--- src/rtl/text_cursor_ctrl.sv ---
// Terminal-style text sequencer: CPU character commands become text RAM writes and cursor moves.
// Optional BS_ERASE_EN: a backspace that moves the cursor also blanks the cell it lands on.
module text_cursor_ctrl #(
  parameter int COLS   = 80,
  parameter int ROWS   = 30,
  parameter int COL_W  = 7,
  parameter int ROW_W  = 5,
  parameter int ADDR_W = 12
) (
  input  logic              clk,
  input  logic              reset,
  input  logic              cmd_valid_i,
  output logic              cmd_ready_o,
  input  logic [7:0]        cmd_char_i,
  output logic              ram_we_o,
  output logic [ADDR_W-1:0] ram_addr_o,
  output logic [7:0]        ram_data_o,
  output logic              scroll_req_o,
  input  logic              scroll_done_i,
  output logic [COL_W-1:0]  cur_col_o,
  output logic [ROW_W-1:0]  cur_row_o,
  output logic              blink_reset_o
);

  localparam logic [COL_W-1:0] LAST_COL = COL_W'(COLS - 1);
  localparam logic [ROW_W-1:0] LAST_ROW = ROW_W'(ROWS - 1);

  typedef enum logic [1:0] {IDLE, WRITE, SCROLL} state_e;

  state_e            state_q, state_d;
  logic [COL_W-1:0]  col_q, col_d;
  logic [ROW_W-1:0]  row_q, row_d;
  logic [ADDR_W-1:0] addr_q, addr_d;
  logic [7:0]        data_q, data_d;
  logic              blink_q, blink_d;
`ifdef BS_ERASE_EN
  logic              bs_q, bs_d;
`endif

  logic [COL_W-1:0]  bs_col;
  logic [ROW_W-1:0]  bs_row;
  logic              bs_move;
  logic              printable;

  function automatic logic [ADDR_W-1:0] cellAddr(input logic [COL_W-1:0] c,
                                                 input logic [ROW_W-1:0] r);
    return ADDR_W'(r) * ADDR_W'(COLS) + ADDR_W'(c);
  endfunction

  // Backspace target: wraps to the end of the previous row; the home cell never moves.
  always_comb begin
    bs_move   = (col_q != '0) || (row_q != '0);
    bs_col    = (col_q == '0) ? LAST_COL : col_q - COL_W'(1);
    bs_row    = (col_q == '0) ? row_q - ROW_W'(1) : row_q;
    printable = (cmd_char_i >= 8'h20) && (cmd_char_i <= 8'h7E);
  end

  always_comb begin
    state_d = state_q;
    col_d   = col_q;
    row_d   = row_q;
    addr_d  = addr_q;
    data_d  = data_q;
`ifdef BS_ERASE_EN
    bs_d    = bs_q;
`endif
    case (state_q)
      IDLE: begin
        if (cmd_valid_i) begin
          if (printable) begin
            state_d = WRITE;
            addr_d  = cellAddr(col_q, row_q);
            data_d  = cmd_char_i;
`ifdef BS_ERASE_EN
            bs_d    = 1'b0;
`endif
          end else if (cmd_char_i == 8'h0D) begin
            col_d = '0;
          end else if (cmd_char_i == 8'h0A) begin
            if (row_q < LAST_ROW) row_d = row_q + ROW_W'(1);
            else                  state_d = SCROLL;
          end else if (cmd_char_i == 8'h08 && bs_move) begin
`ifdef BS_ERASE_EN
            state_d = WRITE;
            addr_d  = cellAddr(bs_col, bs_row);
            data_d  = 8'h20;
            bs_d    = 1'b1;
`else
            col_d = bs_col;
            row_d = bs_row;
`endif
          end
        end
      end
      // The cursor is still at its pre-command cell here, so the BS target is recomputed.
      WRITE: begin
        state_d = IDLE;
`ifdef BS_ERASE_EN
        if (bs_q) begin
          col_d = bs_col;
          row_d = bs_row;
        end else
`endif
        if (col_q < LAST_COL) begin
          col_d = col_q + COL_W'(1);
        end else begin
          col_d = '0;
          if (row_q < LAST_ROW) row_d = row_q + ROW_W'(1);
          else                  state_d = SCROLL;
        end
      end
      SCROLL: begin
        if (scroll_done_i) state_d = IDLE;
      end
      default: state_d = IDLE;
    endcase
    blink_d = (col_d != col_q) || (row_d != row_q);
  end

  always_ff @(posedge clk) begin
    if (reset) begin
      state_q <= IDLE;
      col_q   <= '0;
      row_q   <= '0;
      addr_q  <= '0;
      data_q  <= '0;
      blink_q <= 1'b0;
`ifdef BS_ERASE_EN
      bs_q    <= 1'b0;
`endif
    end else begin
      state_q <= state_d;
      col_q   <= col_d;
      row_q   <= row_d;
      addr_q  <= addr_d;
      data_q  <= data_d;
      blink_q <= blink_d;
`ifdef BS_ERASE_EN
      bs_q    <= bs_d;
`endif
    end
  end

  assign cmd_ready_o   = (state_q == IDLE);
  assign ram_we_o      = (state_q == WRITE);
  assign scroll_req_o  = (state_q == SCROLL);
  assign ram_addr_o    = addr_q;
  assign ram_data_o    = data_q;
  assign cur_col_o     = col_q;
  assign cur_row_o     = row_q;
  assign blink_reset_o = blink_q;

endmodule
--- config.mk ---
export PLATFORM = sky130hd
export DESIGN_NAME = text_cursor_ctrl
export DESIGN_NICKNAME = d
export VERILOG_FILES = /design/src/rtl/text_cursor_ctrl.sv
export SDC_FILE = /design/constraint.sdc
export NUM_CORES = 1
export LEC_CHECK = 0
export ABC_CLOCK_PERIOD_IN_PS = 5950
export BUFFER_PORTS_ARGS = -buffer_cell sky130_fd_sc_hd__buf_2
export CAP_MARGIN = 20
export CELL_PAD_IN_SITES_DETAIL_PLACEMENT = 0
export CELL_PAD_IN_SITES_GLOBAL_PLACEMENT = 1
export CORE_AREA = 2 2 88 90
export CTS_CLUSTER_DIAMETER = 120
export CTS_CLUSTER_SIZE = 8
export DETAILED_ROUTE_END_ITERATION = 8
export DIE_AREA = 0 0 90 92
export GPL_TIMING_DRIVEN = 0
export PLACE_DENSITY_LB_ADDON = 0.1
export REMOVE_ABC_BUFFERS = 1
export SYNTH_ARGS = -nofsm -noshare
export SYNTH_HDL_FRONTEND = slang
export SYNTH_SLANG_ARGS = --single-unit
--- constraint.sdc ---
create_clock -name clk -period 5.95 [get_ports clk]
set_input_delay 0.2975 -clock clk [delete_from_list [all_inputs] [get_ports clk]]
set_output_delay 0.2975 -clock clk [all_outputs]
set_load 0.02 [all_outputs]
== Word level (Yosys, flattened, before mapping) ==
Cells that the tools add are included.
Operators by class
  $add $sub $neg: 5
  multipliers: 1
  $lt $le $gt $ge: 4
  equal/unequal tests: 12
  muxes and demuxes: 26
  reductions and logical operators: 10
Operators with widths (number)
  7-bit 2-to-1 mux: 7
  5-bit 2-to-1 mux: 8
  8-bit by 4-bit == test with 1-bit output, second input constant: 3
  2-bit 2-to-1 mux: 8
  7-bit one-hot mux with 2 select lines: 1
  12-bit by 7-bit adder with 12-bit output: 1
  5-bit one-hot mux with 2 select lines: 1
  8-bit by 6-bit greater-or-equal comparator with 1-bit output, second input constant: 1
  8-bit by 7-bit less-or-equal comparator with 1-bit output, second input constant: 1
  5-bit by 3-bit multiplier with 8-bit output, second input constant: 1
  7-bit by 1-bit adder with 7-bit output, second input constant: 1
  7-bit zero test: 1
  7-bit less-than comparator, second input constant: 1
  7-bit != test: 1
  7-bit nonzero test: 1
  7-bit by 1-bit subtractor with 7-bit output, second input constant: 1
  3-bit != test, second input constant: 2
  2-bit one-hot mux with 3 select lines: 1
  5-bit by 1-bit adder with 5-bit output, second input constant: 1
  5-bit less-than comparator, second input constant: 1
  5-bit != test: 1
  5-bit AND reduction: 1
  5-bit nonzero test: 1
  5-bit by 1-bit subtractor with 5-bit output, second input constant: 1
  other kinds (9): 11
Word-level totals
  register bits: 35
  output and inout port bits: 36
  word-level logic and storage cells: 64

== Longest topological paths before layout ==
  depth in word-level cells: 11
  depth in mapped cells: 10
  mapped depth without buffers: 9

== Worst setup path after synthesis ==
OpenSTA, ideal clock, no wires.
  path kind: reg2reg
  from: register row_q[1], in the netlist cur_row_o[1]
  to: register addr_q[11], in the netlist ram_addr_o[11]
  setup time: 0.086 ns
  arrival time: 2.557 ns
  data required time: 5.864 ns
  path slack: 3.307 ns
  cell stages (with the launch flop): 10
  path buffers: 0
  period minus slack after synthesis: 2.643 ns
  path through: dfxtp_1 > ha_1 > ha_1 > inv_1 > fa_1 > nor3b_1 > nor3b_1 > o21ai_0 > o311a_1 > a211oi_1
Between the ends
  word-level cells in the longest chain between the ends: 2
Ends and longest elaborated chain
  from (decl): line 32  | logic [ROW_W-1:0] row_q, row_d;
  from (signal assigned): line 134  | row_q <= row_d;
  5-bit by 3-bit multiplier with 8-bit output: line 47  | return ADDR_W'(r) * ADDR_W'(COLS) + ADDR_W'(c);
  12-bit by 7-bit adder with 12-bit output: line 47
  to (signal assigned): line 135  | addr_q <= addr_d;
  to (decl): line 33  | logic [ADDR_W-1:0] addr_q, addr_d;
No other way between the ends.
A chain may end at the register's enable or synchronous reset.

== Worst setup path after layout ==
  from: register row_q[3], in the netlist cur_row_o[3]
  to: register addr_q[11], in the netlist ram_addr_o[11]
Same word-level chain as after synthesis.

==> flow_summary.ini <==
[status]
status = complete, no violations

[sta]
slew_headroom_pct = 38.6
fmax_ghz = 0.330
worst_tran_pin_value_ns = 0.911
clock_skew_ns = 0.0188
final.period_utilization_pct = 50.9
final_period_minus_worst_setup_slack_ns = 3.03
hold_viol_final = 0
timing_max_transition_violations_final = 0
finalSetupViolations = 0
timing.setup.tns_ns = 0
rsz0062_at_grt = false

[place]
dpl-instance-area_um2 = 3120
dp.final_hpwl_um = 6510
cell_total_after_placement = 510
gp_routability_congestion = 0.904
placement.io_buffers = 47

[synth]
yosysSeqAreaShare_pct = 24.4
synth_edf_count = 0
post_synth_num_cell_types = 69
synthFlopType = dfxtp_1
synth-seq-cells = 35
post_synth_most_frequent_cells = nand2_1, dfxtp_1, a21oi_1
netlist_instances = 383
synth_most_common_cell = nand2_1
synth_top_area_share_pct = 24.4
synth_async_sr_flop_share_pct = 0
yosysWarnings = 0
synthesis.area_um2 = 2880
synth.area.top_cells = dfxtp_1, nand2_1, a21oi_1
synth_area_per_cell_um2 = 7.51
post-synth-top-area-cell = dfxtp_1

[clocking]
cts_tree = built
cts.clk_slew.worst_paths_ns = 0.09
clk_path_buf_depth = 2
cts_made_buffers = 5
cts-hold-fix-buffers = 0
cts_sinks = 35
cts_setup_buffers = 0
cts-htree-levels = 2
cts_resized = 0
worstSkewPairLatency_ns = 0.31
clockRootBuffer = clkbuf_8

[min_path]
instance_count_along_the_most_critical_hold_path = 3
worstHoldStart = cmd_char_i[2]
worst_hold_path.endpoint = ram_data_o[2]
worstHoldPathType = in -> reg

[worst_setup_path]
worst_setup_path_start_kind = register
reg2reg_from = cur_row_o[3]
endpoint_kind = register
rrSetupSlack_ns = 2.92
peak_fanout_along_the_critical_path = 16
cp.arrival_ns = 3.24
path_class = reg -> reg
critPathRequiredTime_ns = 6.16
r2r_end = ram_addr_o[11]
timing.reg2reg.worst_path_depth = 9

[grt]
grt_util_all_layers_pct = 23.2
antenna_found_initial = 0
grt_pass1_wl_um = 15300
grt_start_max_net_pins = 31
overflow = 0
number_of_global_route_vias_before_repair = 2845

[route]
route.final.wire_length_um = 9450
post_drt_wl_per_cell_um = 18.3
dr_total_vias = 3056
route.antenna.remaining_nets = 0
route.detailed.drc = 0
total_iterations_of_the_first_detailed_routing_run = 5
drtIter0Drc = 196
post_drt_via_cell_ratio = 5.91

[power_and_ir_drop]
power_frac_seq_pct = 43.7
comb_power_share_pct = 26.9
p_switching_mw = 0.240
total_leakage_power_nw = 1.27
power.density_cell_area_nw_per_um2 = 199
power.ir.vdd_worst_mv = 0.0905
design_power_total_mw = 0.641
power_report.internal_total_mw = 0.400
pwr-share-clk_pct = 29.4
power.share.switching_pct = 37.5

[finish]
drive_gt1_share_pct = 18.3
layout-area-overhead-vs-synth_pct = 11.7
fin_cells = 517
stdcell_area_um2 = 3210
n_antenna_cell = 0
design.final.nets = 442

[job]
cap_viol_max_count = 0

[floorplanning]
fp.dieW_um = 90
core_area_um2 = 7450
start_util_pct = 38.6
boundaryPins = 48
fp.dieArea_um2 = 8280
fp.dieH_um = 92
placementRows = 32
-- metal layers --
metal	wire length, µm	share of wire (%)	GRT usage, %
met3	456	4.8	3.53
met1	4400	47	31.4
met4	138	1.5	7.31
met5	0	0	0
met2	4450	47	38.2
-- layout make-up --
type | count | area [µm²]
flip-flops and latches | 35 | 701
clock inverters | 1 | 5.00
repair buffers | 48 | 243
multi-input cells | 310 | 2000
fillers | 823 | 4240
clock buffers | 6 | 82.6
well taps | 102 | 128
inverters | 15 | 56.3
-- cells by family (layout without fill, tap and decap cells) --
logic type | count (synthesis) | after routing | share of synthesized area, %
AOI/OAI and AO/OA | 123 | 123 | 28.3
muxes | 3 | 3 | 1.04
buffers and inverters | 38 | 70 | 6.22
and+or+nand+nor | 161 | 161 | 30.6
DFF | 35 | 35 | 24.4
xor gates and xnor gates | 8 | 8 | 2.44
adders and majority gates | 15 | 15 | 7.05
-- stage by stage --
step           hold WS (ns)  util [%]  setup WS [ns]
2_1_floorplan         0.367         -           3.14
3_3_place_gp          0.435      41.9           2.58
3_5_place_dp          0.440      42.0           2.91
4_1_cts               0.267      43.1           2.91
5_1_grt               0.303      43.1           2.52
6_report              0.270      43.1           2.92
-- critical path, cell delays in order (launching register included) --
cell      delay, ns
dfxtp_1        0.72
ha_1           0.35
ha_1           0.21
inv_1          0.07
fa_1           0.45
nor3b_1        0.46
nor3b_1        0.22
o21ai_0        0.09
o311a_1        0.15
a211oi_1       0.21
-- cells in the final DEF (no fill, tap or decap), drive strengths merged, types with 6 or more instances in the layout --
cell    synthesis  routed
nand2          56      56
buf             3      48
dfxtp          35      35
a21oi          33      33
nor2           28      28
o21ai          25      25
inv            14      14
nor3           14      14
a211oi         13      13
ha             13      13
nand3          12      12
nand4           8       8
a31oi           6       6
clkbuf         19       6
-- worst max-delay path by stage --
stage | startpoint | end | slack, ns | cells past startpoint
after floorplan | cur_row_o[3] | ram_addr_o[11] | 3.14 | 9
after global placement | cur_col_o[2] | blink_reset_o | 2.58 | 7
after detailed placement | cur_row_o[3] | ram_addr_o[11] | 2.91 | 9
after CTS | cur_row_o[3] | ram_addr_o[11] | 2.91 | 9
after global routing | cur_row_o[3] | ram_addr_o[11] | 2.52 | 9
final | cur_row_o[3] | ram_addr_o[11] | 2.92 | 9
-- state kept, by name, indices dropped and copies added, names as in the netlist --
| register | flops |
|---|---|
| ram_data_o | 8 |
| blink_reset_o | 1 |
| state_q | 2 |
| cur_row_o | 5 |
| ram_addr_o | 12 |
| cur_col_o | 7 |
-- power by group through the flow --
stage                     clock network [mW]  registers (mW)  logic, mW
after floorplan                            0           0.288      0.105
after global placement                     0           0.284      0.170
after detailed placement                   0           0.285      0.171
after CTS                              0.192           0.279      0.172
after global routing                   0.201           0.284      0.190
final                                  0.189           0.280      0.172
Note: power is estimated with default switching activity, not from simulation.
